**src/rtl/rs_age_ordered_pkg.sv**
```systemverilog
// Shared types for the age-ordered reservation station.
// Dispatch payload, issue payload, RS entry and the ROB age helper.
package rs_age_ordered_pkg;

  localparam int PREG_W   = 7;
  localparam int ROB_W    = 5;
  localparam int OPC_W    = 8;
  localparam int RS_DEPTH = 8;
  localparam int RS_IDX_W = $clog2(RS_DEPTH);

  typedef logic [PREG_W-1:0] preg_t;
  typedef logic [ROB_W-1:0]  rob_t;

  typedef struct packed {
    rob_t              rob_index;
    preg_t             pr1;
    preg_t             pr2;
    preg_t             prd;
    logic              pr1_ready;
    logic              pr2_ready;
    logic [OPC_W-1:0]  opcode;
  } dispatch_pipeline_data;

  typedef struct packed {
    rob_t              rob_index;
    preg_t             pr1;
    preg_t             pr2;
    preg_t             prd;
    logic [OPC_W-1:0]  opcode;
  } rs_data;

  typedef struct packed {
    logic              busy;
    rob_t              rob_index;
    preg_t             pr1;
    logic              pr1_ready;
    preg_t             pr2;
    logic              pr2_ready;
    preg_t             prd;
    logic [OPC_W-1:0]  payload;
  } rs_entry_t;

  // Distance from the ROB head; wraps naturally in ROB_W bits.
  function automatic rob_t rob_age(rob_t tag, rob_t head);
    return tag - head;
  endfunction

endpackage

```
**src/rtl/rs_age_ordered_if.sv**
```systemverilog
// Dispatch and issue handshakes of the reservation station.
// slave is the RS view, master the dispatch/FU view.
interface rs_age_ordered_if;
  import rs_age_ordered_pkg::*;

  logic                  valid_in;
  logic                  ready_in;
  dispatch_pipeline_data instr;
  logic                  fu_rdy;
  logic                  valid_out;
  rs_data                data_out;

  modport master (
    output valid_in, instr, fu_rdy,
    input  ready_in, valid_out, data_out
  );

  modport slave (
    input  valid_in, instr, fu_rdy,
    output ready_in, valid_out, data_out
  );

endinterface

```
**src/rtl/rs_age_ordered_pick.sv**
```systemverilog
// Combinational oldest-ready picker.
// Strict less-than keeps the lowest index on an age tie.
module rs_oldest_pick #(
  parameter  int N  = 8,
  parameter  int AW = 5,
  localparam int IW = $clog2(N)
) (
  input  logic [N-1:0]         i_rdy,
  input  logic [N-1:0][AW-1:0] i_age,
  output logic                 o_found,
  output logic [IW-1:0]        o_idx
);

  logic [AW-1:0] w_best;

  always_comb begin
    o_found = 1'b0;
    o_idx   = '0;
    w_best  = '0;
    for (int i = 0; i < N; i++) begin
      if (i_rdy[i] && (!o_found || i_age[i] < w_best)) begin
        o_found = 1'b1;
        o_idx   = IW'(i);
        w_best  = i_age[i];
      end
    end
  end

endmodule

```
**src/rtl/rs_age_ordered.sv**
```systemverilog
// Age-ordered reservation station with wakeup and wrap-safe flush.
// RS_DISPATCH_BYPASS_EN: same-cycle wakeup of dispatched sources.
module rs_age_ordered
  import rs_age_ordered_pkg::*;
#(
  parameter int DEPTH    = RS_DEPTH,
  parameter int NUM_WAKE = 3
) (
  input  logic                             clk,
  input  logic                             reset,
  rs_age_ordered_if.slave                  bus,
  input  logic [NUM_WAKE-1:0][PREG_W-1:0]  wake_tag,
  input  logic [NUM_WAKE-1:0]              wake_valid,
  input  rob_t                             rob_head,
  input  logic                             flush,
  input  rob_t                             flush_tag
);

  localparam int IW = $clog2(DEPTH);

  rs_entry_t                    r_ent [DEPTH];
  logic                         r_valid;
  rs_data                       r_data;

  logic [DEPTH-1:0]             w_rdy;
  logic [DEPTH-1:0]             w_kill;
  logic [DEPTH-1:0]             w_wk1;
  logic [DEPTH-1:0]             w_wk2;
  logic [DEPTH-1:0][ROB_W-1:0]  w_age;
  rob_t                         w_fage;
  logic                         w_free;
  logic [IW-1:0]                w_fidx;
  logic                         w_found;
  logic [IW-1:0]                w_pick;
  logic                         w_disp;
  logic                         w_issue;
  logic                         w_d1;
  logic                         w_d2;

  // x0 is never broadcast-woken; it is ready from dispatch.
  function automatic logic woken(
    preg_t                            t,
    logic [NUM_WAKE-1:0][PREG_W-1:0]  tags,
    logic [NUM_WAKE-1:0]              vld
  );
    logic hit;
    hit = 1'b0;
    for (int k = 0; k < NUM_WAKE; k++) begin
      if (vld[k] && tags[k] == t && t != '0) hit = 1'b1;
    end
    return hit;
  endfunction

  always_comb begin
    w_fage = rob_age(flush_tag, rob_head);
    w_free = 1'b0;
    w_fidx = '0;
    for (int i = DEPTH - 1; i >= 0; i--) begin
      w_age[i]  = rob_age(r_ent[i].rob_index, rob_head);
      w_rdy[i]  = r_ent[i].busy && r_ent[i].pr1_ready
                  && r_ent[i].pr2_ready;
      w_kill[i] = r_ent[i].busy && flush && (w_age[i] > w_fage);
      w_wk1[i]  = woken(r_ent[i].pr1, wake_tag, wake_valid);
      w_wk2[i]  = woken(r_ent[i].pr2, wake_tag, wake_valid);
      if (!r_ent[i].busy) begin
        w_free = 1'b1;
        w_fidx = IW'(i);
      end
    end
  end

  rs_oldest_pick #(
    .N  (DEPTH),
    .AW (ROB_W)
  ) u_pick (
    .i_rdy   (w_rdy),
    .i_age   (w_age),
    .o_found (w_found),
    .o_idx   (w_pick)
  );

`ifdef RS_DISPATCH_BYPASS_EN
  assign w_d1 = bus.instr.pr1_ready
              | woken(bus.instr.pr1, wake_tag, wake_valid);
  assign w_d2 = bus.instr.pr2_ready
              | woken(bus.instr.pr2, wake_tag, wake_valid);
`else
  assign w_d1 = bus.instr.pr1_ready;
  assign w_d2 = bus.instr.pr2_ready;
`endif

  assign bus.ready_in  = w_free && !flush;
  assign w_disp        = bus.valid_in && bus.ready_in;
  assign w_issue       = bus.fu_rdy && w_found && !flush;
  assign bus.valid_out = r_valid;
  assign bus.data_out  = r_data;

  always_ff @(posedge clk or negedge reset) begin
    if (!reset) begin
      for (int i = 0; i < DEPTH; i++) r_ent[i] <= '0;
      r_valid <= 1'b0;
      r_data  <= '0;
    end else begin
      r_valid <= w_issue;
      if (w_issue) begin
        r_data <= '{
          rob_index: r_ent[w_pick].rob_index,
          pr1:       r_ent[w_pick].pr1,
          pr2:       r_ent[w_pick].pr2,
          prd:       r_ent[w_pick].prd,
          opcode:    r_ent[w_pick].payload
        };
      end
      for (int i = 0; i < DEPTH; i++) begin
        if (r_ent[i].busy) begin
          if (w_wk1[i]) r_ent[i].pr1_ready <= 1'b1;
          if (w_wk2[i]) r_ent[i].pr2_ready <= 1'b1;
          if (w_kill[i] || (w_issue && w_pick == IW'(i)))
            r_ent[i].busy <= 1'b0;
        end else if (w_disp && w_fidx == IW'(i)) begin
          r_ent[i] <= '{
            busy:      1'b1,
            rob_index: bus.instr.rob_index,
            pr1:       bus.instr.pr1,
            pr1_ready: w_d1,
            pr2:       bus.instr.pr2,
            pr2_ready: w_d2,
            prd:       bus.instr.prd,
            payload:   bus.instr.opcode
          };
        end
      end
    end
  end

endmodule

```
**src/flat_wrapper.sv**
```systemverilog
// flat-port wrapper written by rule: the top's interface ports become plain ports
module rs_age_ordered_flat import rs_age_ordered_pkg::*;
#(
  parameter int DEPTH    = RS_DEPTH,
  parameter int NUM_WAKE = 3
)
  (clk, reset, wake_tag, wake_valid, rob_head, flush, flush_tag, bus_valid_in, bus_instr, bus_fu_rdy, bus_ready_in, bus_valid_out, bus_data_out);
  rs_age_ordered_if bus_i ();
  input  logic clk;
  input  logic reset;
  input  logic [NUM_WAKE-1:0][PREG_W-1:0] wake_tag;
  input  logic [NUM_WAKE-1:0] wake_valid;
  input  rob_t rob_head;
  input  logic flush;
  input  rob_t flush_tag;
  input wire logic [$bits(bus_i.valid_in)-1:0] bus_valid_in;
  input wire logic [$bits(bus_i.instr)-1:0] bus_instr;
  input wire logic [$bits(bus_i.fu_rdy)-1:0] bus_fu_rdy;
  output wire logic [$bits(bus_i.ready_in)-1:0] bus_ready_in;
  output wire logic [$bits(bus_i.valid_out)-1:0] bus_valid_out;
  output wire logic [$bits(bus_i.data_out)-1:0] bus_data_out;
  assign bus_i.valid_in = bus_valid_in;
  assign bus_i.instr = bus_instr;
  assign bus_i.fu_rdy = bus_fu_rdy;
  assign bus_ready_in = bus_i.ready_in;
  assign bus_valid_out = bus_i.valid_out;
  assign bus_data_out = bus_i.data_out;
  rs_age_ordered #(.DEPTH(DEPTH), .NUM_WAKE(NUM_WAKE)) u_core (.clk(clk), .reset(reset), .bus(bus_i), .wake_tag(wake_tag), .wake_valid(wake_valid), .rob_head(rob_head), .flush(flush), .flush_tag(flush_tag));
endmodule
```
**config.mk**
```make
export PLATFORM = sky130hd
export DESIGN_NAME = rs_age_ordered_flat
export DESIGN_NICKNAME = d
export VERILOG_FILES = /design/src/rtl/rs_age_ordered_pkg.sv /design/src/rtl/rs_age_ordered_if.sv /design/src/rtl/rs_age_ordered_pick.sv /design/src/rtl/rs_age_ordered.sv /design/src/flat_wrapper.sv
export SDC_FILE = /design/constraint.sdc
export NUM_CORES = 1
export LEC_CHECK = 0
export BUFFER_PORTS_ARGS = -buffer_cell sky130_fd_sc_hd__buf_2
export CAP_MARGIN = 20
export CORE_AREA = 2 2 203 205
export DETAILED_ROUTE_END_ITERATION = 16
export DIE_AREA = 0 0 205 207
export HOLD_SLACK_MARGIN = 0.03
export PLACE_DENSITY = 0.79
export SLEW_MARGIN = 20
export SYNTH_ARGS = -nofsm -noshare
export SYNTH_HDL_FRONTEND = slang
export SYNTH_SLANG_ARGS = --single-unit
```
**constraint.sdc**
```tcl
create_clock -name clk -period 17 [get_ports clk]
set_input_delay 1.7 -clock clk [delete_from_list [all_inputs] [get_ports clk]]
set_output_delay 1.7 -clock clk [all_outputs]
set_load 0.05 [all_outputs]
```
# After elaboration in Yosys (flattened, before gate mapping)
# Index checks and enable logic that the tools add are counted.
[classes]
add_sub_neg = 9
bitwise = 9
n_lt_le_gt_ge = 16
n_mux = 145
n_eq_ne = 78
reduce_logical = 228
[op_table]
columns = ["op", "count"]
rows = [
  ["== test 7 bit", 48],
  ["2-to-1 mux 37 bit", 8],
  ["logical AND 1 bit", 155],
  ["2-to-1 mux 1 bit", 113],
  ["nonzero test 7 bit", 16],
  ["binary-select mux 37 bit (select 3 bit)", 1],
  ["2-to-1 mux 36 bit", 2],
  ["AND reduction 2 bit", 24],
  ["subtractor 5 bit", 9],
  ["2-to-1 mux 3 bit", 14],
  ["> comparator 5 bit", 8],
  ["< comparator 5 bit", 7],
  ["2-to-1 mux 5 bit", 7],
  ["!= test 2 bit, second input constant", 16],
  ["== test 3 bit, second input constant", 8],
  ["nonzero test 2 bit", 8],
  ["logical OR 1 bit", 15],
  ["== test 3 x 2 -> 1 bit, second input constant", 4],
  ["zero test 1 bit", 8],
  ["inverter 1 bit", 8],
  ["== test 3 x 1 -> 1 bit, second input constant", 2],
  ["zero test 3 bit", 2],
  [">= comparator 4 bit, second input constant", 1],
  ["inverter 3 -> 4 bit", 1],
]
[totals]
regBits = 331
inputBits = 75
output_inout_bits = 36
word_cells = 555

# Longest topological paths before layout
# Gate-level depths: netlist (run 1).
[logic_depth]
ltp_word = 37
mapped_depth = 74
mapped_depth_nobuf = 69

# Modules after synthesis
# From an unflattened synthesis (run 1), not the netlist that was laid out.
[hier_totals]
hier_cells = 2184
hier_area_um2 = 22954.5
[by_module_without_submodules]
columns = ["mod", "cells_each", "n_inst", "area_per_inst_um2", "seq_area_each_um2"]
rows = [
  ["rs_age_ordered", 1958, 1, 21245.4, 8282.9],
  ["rs_oldest_pick", 226, 1, 1709.1, 0.0],
]

# Worst setup path before layout (run 1)
# No wires, ideal clock.
[synth_timing]
path_type = "input to register"
startpoint = "input port rob_head[1]"
endpoint = "register u_core.r_data, in the netlist u_core.bus.data_out[16]"
n_path_buf = 3
setup_time_ns = 0.140
arrival_ns = 14.322
required_time_ns = 16.860
path_slack_ns = 2.538
stages = 66
cell_sequence = "inv_1 > fa_1 > a21o_1 > a21oi_1 > xnor2_1 > nand2_1 > ha_1 > a21oi_1 > o211ai_1 > o22ai_1 > mux2i_1 > ha_1 > a211o_1 > a21oi_1 > o21ai_1 > nor2_1 > mux2i_1 > inv_1 > (+30 left out) > a21boi_0 > nand2b_1 > o22a_1 > nand2_1 > o21a_1 > ha_1 > a21o_1 > a21o_1 > a211oi_1 > nand3_1 > nor3_1 > a211oi_2 > and2_1 > and2_1 > buf_2 > buf_2 > a221oi_1 > o211ai_1"
[synth_between]
elab_chain_len = 34
word_cells_on_any_way = 62
classes_between = "add/sub: 8; order compare: 7; mux: 24; bitwise: 1; reduce/logical: 22"
[synth_lines]
columns = ["item", "line", "rtl"]
rows = [
  ["start: declaration", "flat_wrapper.sv:13", "input rob_t rob_head;"],
  ["subtractor 5 bit", "rs_age_ordered_pkg.sv:45", "return tag - head;"],
  ["2-to-1 mux 5 bit", "rs_age_ordered_pick.sv:21", "if (i_rdy[i] && (!o_found || i_age[i] < w_best)) begin"],
  ["< comparator 5 bit", "rs_age_ordered_pick.sv:21", ""],
  ["logical OR 1 bit", "rs_age_ordered_pick.sv:21", ""],
  ["logical AND 1 bit", "rs_age_ordered_pick.sv:21", ""],
  ["2-to-1 mux 5 bit / 2-to-1 mux 1 bit (equally long branches)", "rs_age_ordered_pick.sv:21", ""],
  ["< comparator 5 bit / zero test 1 bit (equally long branches)", "rs_age_ordered_pick.sv:21", ""],
  ["logical OR 1 bit", "rs_age_ordered_pick.sv:21", ""],
  ["(+17 left out)", "n/a", ""],
  ["2-to-1 mux 5 bit / 2-to-1 mux 1 bit (equally long branches)", "rs_age_ordered_pick.sv:21", ""],
  ["< comparator 5 bit / zero test 1 bit (equally long branches)", "rs_age_ordered_pick.sv:21", ""],
  ["logical OR 1 bit", "rs_age_ordered_pick.sv:21", ""],
  ["logical AND 1 bit", "rs_age_ordered_pick.sv:21", ""],
  ["2-to-1 mux 3 bit", "rs_age_ordered_pick.sv:21", ""],
  ["inverter 3 -> 4 bit (implied by the code)", "rs_age_ordered.sv:109", "pr2: r_ent[w_pick].pr2,"],
  ["binary-select mux 37 bit (select 3 bit)", "rs_age_ordered.sv:109", ""],
  ["2-to-1 mux 36 bit (2 in series)", "n/a", ""],
  ["end signal: assignment", "rs_age_ordered.sv:106", "r_data <= '{"],
  ["end: declaration", "rs_age_ordered.sv:23", "rs_data r_data;"],
]
# Parallel ways exist; a longest one is shown, timed or not. The select of a mux whose other input is x is not followed.
# A chain may end at the register's enable or synchronous reset.

# Worst setup path in the final report (run 1)
[layout_timing]
startpoint = "input port rob_head[0]"
endpoint = "register u_core.r_data, in the netlist u_core.bus.data_out[16]"
# Same word-level chain as after synthesis.

==> results.cfg, run 1 <==
[run_status]
status = finished clean

[layout]
fillers = 3218
stdcell_area_mm2 = 0.02449
drive_above_1_share_pct = 24.75
layout.cells.non_filler = 2717
final_util_pct = 60.66
area_growth_pct = 7.770
layout.nets = 2342

[clock_network]
clk_latency_ps = 560
clockBufferDepth = 3
h-tree-depth = 2
numCtsBuffers = 36
cts.sinks = 331
path_clk_slew_ps = 60
root_buffer = clkbuf_16
cts_tree = yes

[global_route]
grt_pass1_vias = 18753
overflow = 0
grt_use_total_pct = 32.85
grt_max_degree = 194
grt_pass1_wl_mm = 107.5
grt_antenna_before_repair = 4

[detailed_routing]
drt_iter0_markers = 2249
avgRoutedWirePerCell_um = 25.85
first_pass_iters = 6
drc_errors = 0
wirelength_mm = 70.24
ant_nets = 0
vias = 18185
viasPerCell = 6.693

[timing]
setup_viol = 0
skew_ps = 14.55
hold_violations = 0
fmax_mhz = 62.90
period_share_pct = 93.52
min_period_ps = 15900
worstMarginPinSlew_ps = 1198
slew_headroom_pct = 20.10
rsz0062_at_grt = false
hold-worst-slack_ps = 499.0
maxSlewViolCount = 0
finalSetupTns_ps = 0

[placed_design]
place_inst = 2646
dp_hpwl_mm = 45.88
place.gp.congestion = 0.9537
place_area_mm2 = 0.02317
port_buffers = 110

[setup_path]
rr_startpoint = u_core.r_ent[290]
setup.worst_path.start = rob_head[0]
crit_path_max_fanout = 40
cpPeakStageDelay_ps = 540
reg2reg_slack_ps = 2040
cp_common_cell = ha_1
cp.required_ps = 17390
cp-end-kind = register
start_kind = input port
r2r_end = u_core.bus.data_out[16]
cp.arrival_ps = 16290
critical_path_class = in2reg
cp_slowest_cell = and2_2
rr_worst_depth = 66

[worst_hold_path]
holdPathEnd = u_core.r_ent[11]
holdPathStages = 1
hold_path_class = reg2reg
min_from = u_core.r_ent[11]

[yosys]
synth_warnings = 0
ys_seq_area_share_pct = 36.45
yosys.area_share.adder_pct = 6.520
synth_compound_area_share_pct = 12.73
yosys.area_share.simple_pct = 8.343
synth_area_leaders = dfrtp_1 (36%), mux2_2 (16%), xnor2_1 (9.7%)
netlist_top_cells_count = dfrtp_1 (331), mux2_2 (319), xnor2_1 (252), clkbuf_1 (174), xor2_1 (119)
synth_cell_types = 69
yosys.area.top_type = dfrtp_1
synth.top_cell.area_share_pct = 36.45
syn_avg_cell_area_um2 = 10.20
yosys.area_share.xor_xnor_pct = 14.30
synth_most_common_cell = dfrtp_1
synthCells = 2228
synthMuxAreaShare_pct = 16.25
synth_edf_count = 0
synth_seq_cells = 331
synth_nets = 2416
synth_ff_type = dfrtp_1
synth_top_family_by_area = multiplexers
synth_area_mm2 = 0.02272
synth-async-reset-ratio_pct = 100.0

[floorplanning]
die_y_um = 207
die_area_mm2 = 0.04244
die_w_um = 205
row_count = 74
num_io_pins = 111
start_util_pct = 56.29
core_area_mm2 = 0.04037

[job]
cap_viol_max_count = 0

[power_and_ir_drop]
p_leak_nw = 10.71
power_density_mw_per_mm2 = 143.4
ir_drop_mv = 0.08178
==> power by group <==
group / switching [mW] / internal, mW / total [mW]
Combinational: 0.772 / 0.621 / 1.39
Clock: 0.342 / 0.483 / 0.824
Sequential: 0.293 / 1.00 / 1.29
Total: 1.41 / 2.10 / 3.51
==> registers in the layout, summed over array words and instances (netlist names) <==
signal	flops
u_core.r_ent	296
u_core.bus.data_out	34
u_core.bus.valid_out	1
==> routing by layer <==
layer	up-vias	track usage, %	part of all wire, %
met1	8980	41.51	38
li1	7777	-	-
met3	349	6.781	9.9
met4	0	20.44	6.6
met2	1079	51.47	46
met5	-	0	0
==> cell usage in the layout (no fill, tap or decap), types with 4 or more instances in the layout <==
cell type and instances:
nor4_1 33, buf_2 109, nor2b_1 14, o221ai_1 4, o21ai_0 76, dfrtp_1 331
a31o_2 4, a22oi_1 40, nor3_1 20, clkbuf_1 6, o31ai_1 4, xor2_1 119
inv_1 57, nor2_1 72, nand4_1 74, nand3_1 20, buf_4 20, clkbuf_8 13
a222oi_1 6, and2_1 4, clkinv_2 4, a21o_1 25, a221oi_1 34, and3_1 11
nand2_1 89, clkbuf_16 36, mux2i_1 10, a41oi_1 17, a21oi_1 63, nand2b_1 12
a31oi_1 16, fa_1 9, xnor2_1 252, o21a_1 13, a211oi_1 19, mux2_2 319
o211ai_1 38, ha_1 104, a21boi_0 19
==> kinds of logic (layout without fill, tap and decap cells) <==
| family | count (synthesis) | after routing |
|---|---|---|
| other | 0 | 3 |
| multiplexers | 329 | 329 |
| flip-flops | 331 | 331 |
| AO/OA/AOI/OAI | 412 | 412 |
| adder cells (fa/ha/maj) | 113 | 113 |
| AND/OR/NAND/NOR | 369 | 369 |
| buffers and inverters | 303 | 257 |
| XOR/XNOR | 371 | 371 |
==> metrics by stage <==
step | power, mW | worst slack (ps)
2_1_floorplan | 2.280 | 2538
3_3_place_gp | 2.573 | 1135
3_5_place_dp | 2.650 | 384.2
4_1_cts | 3.479 | 898.6
5_1_grt | 3.695 | 60.17
6_report | 3.511 | 1101
==> what timing repair did <==
action | CTS | global route
gates resized for setup | 0 | 2
buffers inserted | 0 | 0
hold buffers | 0 | 0
endpoints found under the setup margin | 0 | 38
==> critical path: cells and delay by family <==
family	cells	cell delay (ps)
AOI/OAI and AO/OA	31	6880
and+or+nand+nor	16	3050
adders and majority gates	9	2700
muxes	3	900
buffers and inverters	6	850
xor gates and xnor gates	1	170
==> how the worst max path moves through the flow <==
stage                         endpoint  slack (ps)  cells past startpoint
3_5_place_dp   u_core.bus.data_out[18]         380                     66
5_1_grt        u_core.bus.data_out[18]          60                     68
2_1_floorplan  u_core.bus.data_out[16]        2540                     66
3_3_place_gp   u_core.bus.data_out[16]        1130                     66
6_report       u_core.bus.data_out[16]        1100                     66
4_1_cts        u_core.bus.data_out[22]         900                     67
==> cell type report <==
class | count | area, um^2 | share of cell area, %
antenna | 3 | 7.507 | 0.03066
clock buffer | 55 | 1102 | 4.502
clock inverter | 11 | 142.6 | 0.5825
inverter | 58 | 217.7 | 0.8891
multi-input combinational | 1594 | 13280 | 54.24
sequential | 331 | 8283 | 33.83
tap | 532 | 665.6 | 2.718
timing repair buffer | 133 | 785.8 | 3.209
Note: power is estimated with default switching activity, not from simulation.
==> run 2: changes to the inputs <==
--- a/config.mk
+++ b/config.mk
@@ -5,11 +5,12 @@
 export SDC_FILE = /design/constraint.sdc
 export NUM_CORES = 1
 export LEC_CHECK = 0
+export ABC_AREA = 1
 export BUFFER_PORTS_ARGS = -buffer_cell sky130_fd_sc_hd__buf_2
 export CAP_MARGIN = 20
-export CORE_AREA = 2 2 203 205
+export CORE_AREA = 2 2 204 206
 export DETAILED_ROUTE_END_ITERATION = 16
-export DIE_AREA = 0 0 205 207
+export DIE_AREA = 0 0 206 208
 export HOLD_SLACK_MARGIN = 0.03
 export PLACE_DENSITY = 0.79
 export SLEW_MARGIN = 20
==> run 2 against run 1 <==
Hold slack worse by 14 ps. Die area is 0.97% higher. Clock skew rose by 26 ps. First-iteration DRC count is 50% higher. Maximum frequency grew 12%. Global-route usage rose by 7.9 points. Cell count rose by 34%. Largest cell class unchanged. Clock power up 12%. Sequential power about the same. Critical path type unchanged. Final area grew 0.72%. Area after synthesis increased by 0.57%.
==> results.cfg, run 2 <==
[setup_path]
cpPeakStageDelay_ps = 980
cp-end-kind = register
r2r_end = u_core.bus.data_out[0]
rr_startpoint = u_core.r_ent[290]
crit_cells = 69
critPathBufInv = 3
cp.arrival_ps = 14720
endpoint = u_core.bus.data_out[0]
critPathTopFamily = simple AND/OR/NAND/NOR gates
crit_path_max_fanout = 84
cp.required_ps = 17500
reg2reg_slack_ps = 4020
start_kind = input port
cp_common_cell = nand2_1
cp_slowest_cell = nand2_4
critical_path_class = in2reg
setup.worst_path.start = rob_head[1]
rr_worst_depth = 70

[timing]
worstMarginPinSlew_ps = 1155
setup_viol = 0
skew_ps = 40.70
rsz0062_at_grt = false
finalWorstSetupSlack_ps = 2786
maxSlewViolCount = 0
hold_violations = 0
min_period_ps = 14210
period_share_pct = 83.61
finalSetupTns_ps = 0
fmax_mhz = 70.35
hold-worst-slack_ps = 485.2
slew_headroom_pct = 22.89

[worst_hold_path]
min_from = u_core.r_ent[115]
hold_path_class = reg2reg

[placed_design]
dp_slack_ps = 2550
port_buffers = 110
dp_hpwl_mm = 54.07
place.gp.congestion = 1.016
place_inst = 3571
place_area_mm2 = 0.02328

[detailed_routing]
avgRoutedWirePerCell_um = 23.87
vias = 23433
ant_nets = 0
drt_iter0_markers = 3381
first_pass_iters = 10
wirelength_mm = 86.85
viasPerCell = 6.441
drc_errors = 0

[yosys]
yosys.area_share.adder_pct = 6.483
synth_seq_cells = 331
syn_avg_cell_area_um2 = 7.305
synth_edf_count = 0
synth_warnings = 0
synth_nets = 3316
synth_area_mm2 = 0.02285
synth_compound_area_share_pct = 16.84
yosys.area_share.xor_xnor_pct = 5.749
synth_top_family_by_area = simple AND/OR/NAND/NOR gates
synth_area_leaders = dfrtp_1 (36%), nand2_1 (17%), o21ai_0 (7.3%)
synthCells = 3128
synth_most_common_cell = nand2_1
synth-async-reset-ratio_pct = 100.0
synth_cell_types = 50
synth_ff_type = dfrtp_1
synthMuxAreaShare_pct = 0
yosys.area.top_type = dfrtp_1
ys_seq_area_share_pct = 36.25
synth.top_cell.area_share_pct = 36.25
yosys.area_share.simple_pct = 26.76
netlist_top_cells_count = nand2_1 (1,058), o21ai_0 (332), dfrtp_1 (331), nand3_1 (239), inv_1 (192)

[layout]
layout_commonest_cell = nand2_1
drive_above_1_share_pct = 7.630
layout.nets = 3268
stdcell_area_mm2 = 0.02466
mostFrequentLayoutCells = nand2_1 (1,058), o21ai_0 (332), dfrtp_1 (331)
fillers = 3682
insertedDiodeCount = 0
layout.cells.non_filler = 3638
largest_reg_flops = 296
regMostFlops = u_core.r_ent
area_growth_pct = 7.934
final_util_pct = 60.82

[power_and_ir_drop]
ir_drop_mv = 0.1159
power_mw = 3.975
p_leak_nw = 12.16
power_density_mw_per_mm2 = 161.2

[floorplanning]
start_util_pct = 56.35
core_area_mm2 = 0.04055
die_area_mm2 = 0.04285
row_count = 74
num_io_pins = 111
die_w_um = 206
die_y_um = 208

[clock_network]
cts.sinks = 331
clockBufferDepth = 3
cts_tree = yes
numCtsBuffers = 39
h-tree-depth = 2
post_cts_buffers = 0
hold_buffers = 0
path_clk_slew_ps = 60
clk_latency_ps = 610
root_buffer = clkbuf_16
cts_resized = 0

[job]
cap_viol_max_count = 0

[global_route]
overflow = 0
grt_antenna_before_repair = 0
grt_pass1_wl_mm = 133.4
grt_max_degree = 109
grt_use_total_pct = 40.75
grt_pass1_vias = 22696

[run_status]
status = finished clean
run 2: changes by cell type in the layout (fill, tap and decap cells not counted), sizes merged, moves of 25 or more:
cell	previous run	this run
nand3	20	241
o211ai	38	8
nand2	89	1077
inv	60	199
o21ai	78	334
o2111ai	2	27
nand4	74	31
mux2	319	0
nor2	75	47
o22ai	4	79
xnor2	252	46
a22oi	40	12
run 2: worst min path at each step:
stage | to | slack (ps) | cells after the start
finish | u_core.r_ent[115] | 490 | 2
global route | u_core.r_ent[227] | 500 | 2
CTS | u_core.r_ent[160] | 490 | 2
detailed placement | u_core.r_ent[160] | 470 | 2
global placement | u_core.r_ent[157] | 470 | 2
floorplan | u_core.r_ent[0] | 450 | 2
run 2: worst reg2reg max path, delay by kind of cell (launching register included):
kind / cells / cell delay (ps)
compound gates: 19 / 4140
xor+xnor: 1 / 200
fa+ha+maj: 9 / 2670
buf+inv: 3 / 840
flops: 1 / 380
simple gates: 38 / 4680
run 2: power breakdown:
part / switching, mW / leakage (nW) / internal (mW)
Clock: 0.365 / 0.683 / 0.555
Combinational: 1.17 / 7.40 / 0.618
Sequential: 0.269 / 4.07 / 1.00
Total: 1.80 / 12.2 / 2.17
run 2: cell type report:
class                           count  area, um^2  share of cell area (%)
Clock buffer                       52        1115                   4.520
Timing Repair Buffer              138       778.2                   3.155
Tap cell                          532       665.6                   2.699
Clock inverter                     15       262.8                   1.065
Inverter                          205       769.5                   3.120
Sequential cell                   331        8283                   33.58
Multi-Input combinational cell   2365       12790                   51.86
run 2: kinds of logic (layout without fill, tap and decap cells):
| logic type | count (synthesis) | after routing |
|---|---|---|
| and+or+nand+nor | 1461 | 1461 |
| DFF | 331 | 331 |
| xor gates and xnor gates | 150 | 150 |
| adders and majority gates | 113 | 113 |
| AOI/OAI and AO/OA | 641 | 641 |
| buffers and inverters | 432 | 410 |
run 2: metal layers:
metal  wire (um)  GRT usage [%]  part of all wire, %  up-vias
li1            -              -                    -    10450
met1       33840          55.01                   39    11028
met2       36150          57.51                   42     1592
met3       11930          13.96                   14      363
met4        4934          21.35                  5.7        0
met5           0              0                    0        -
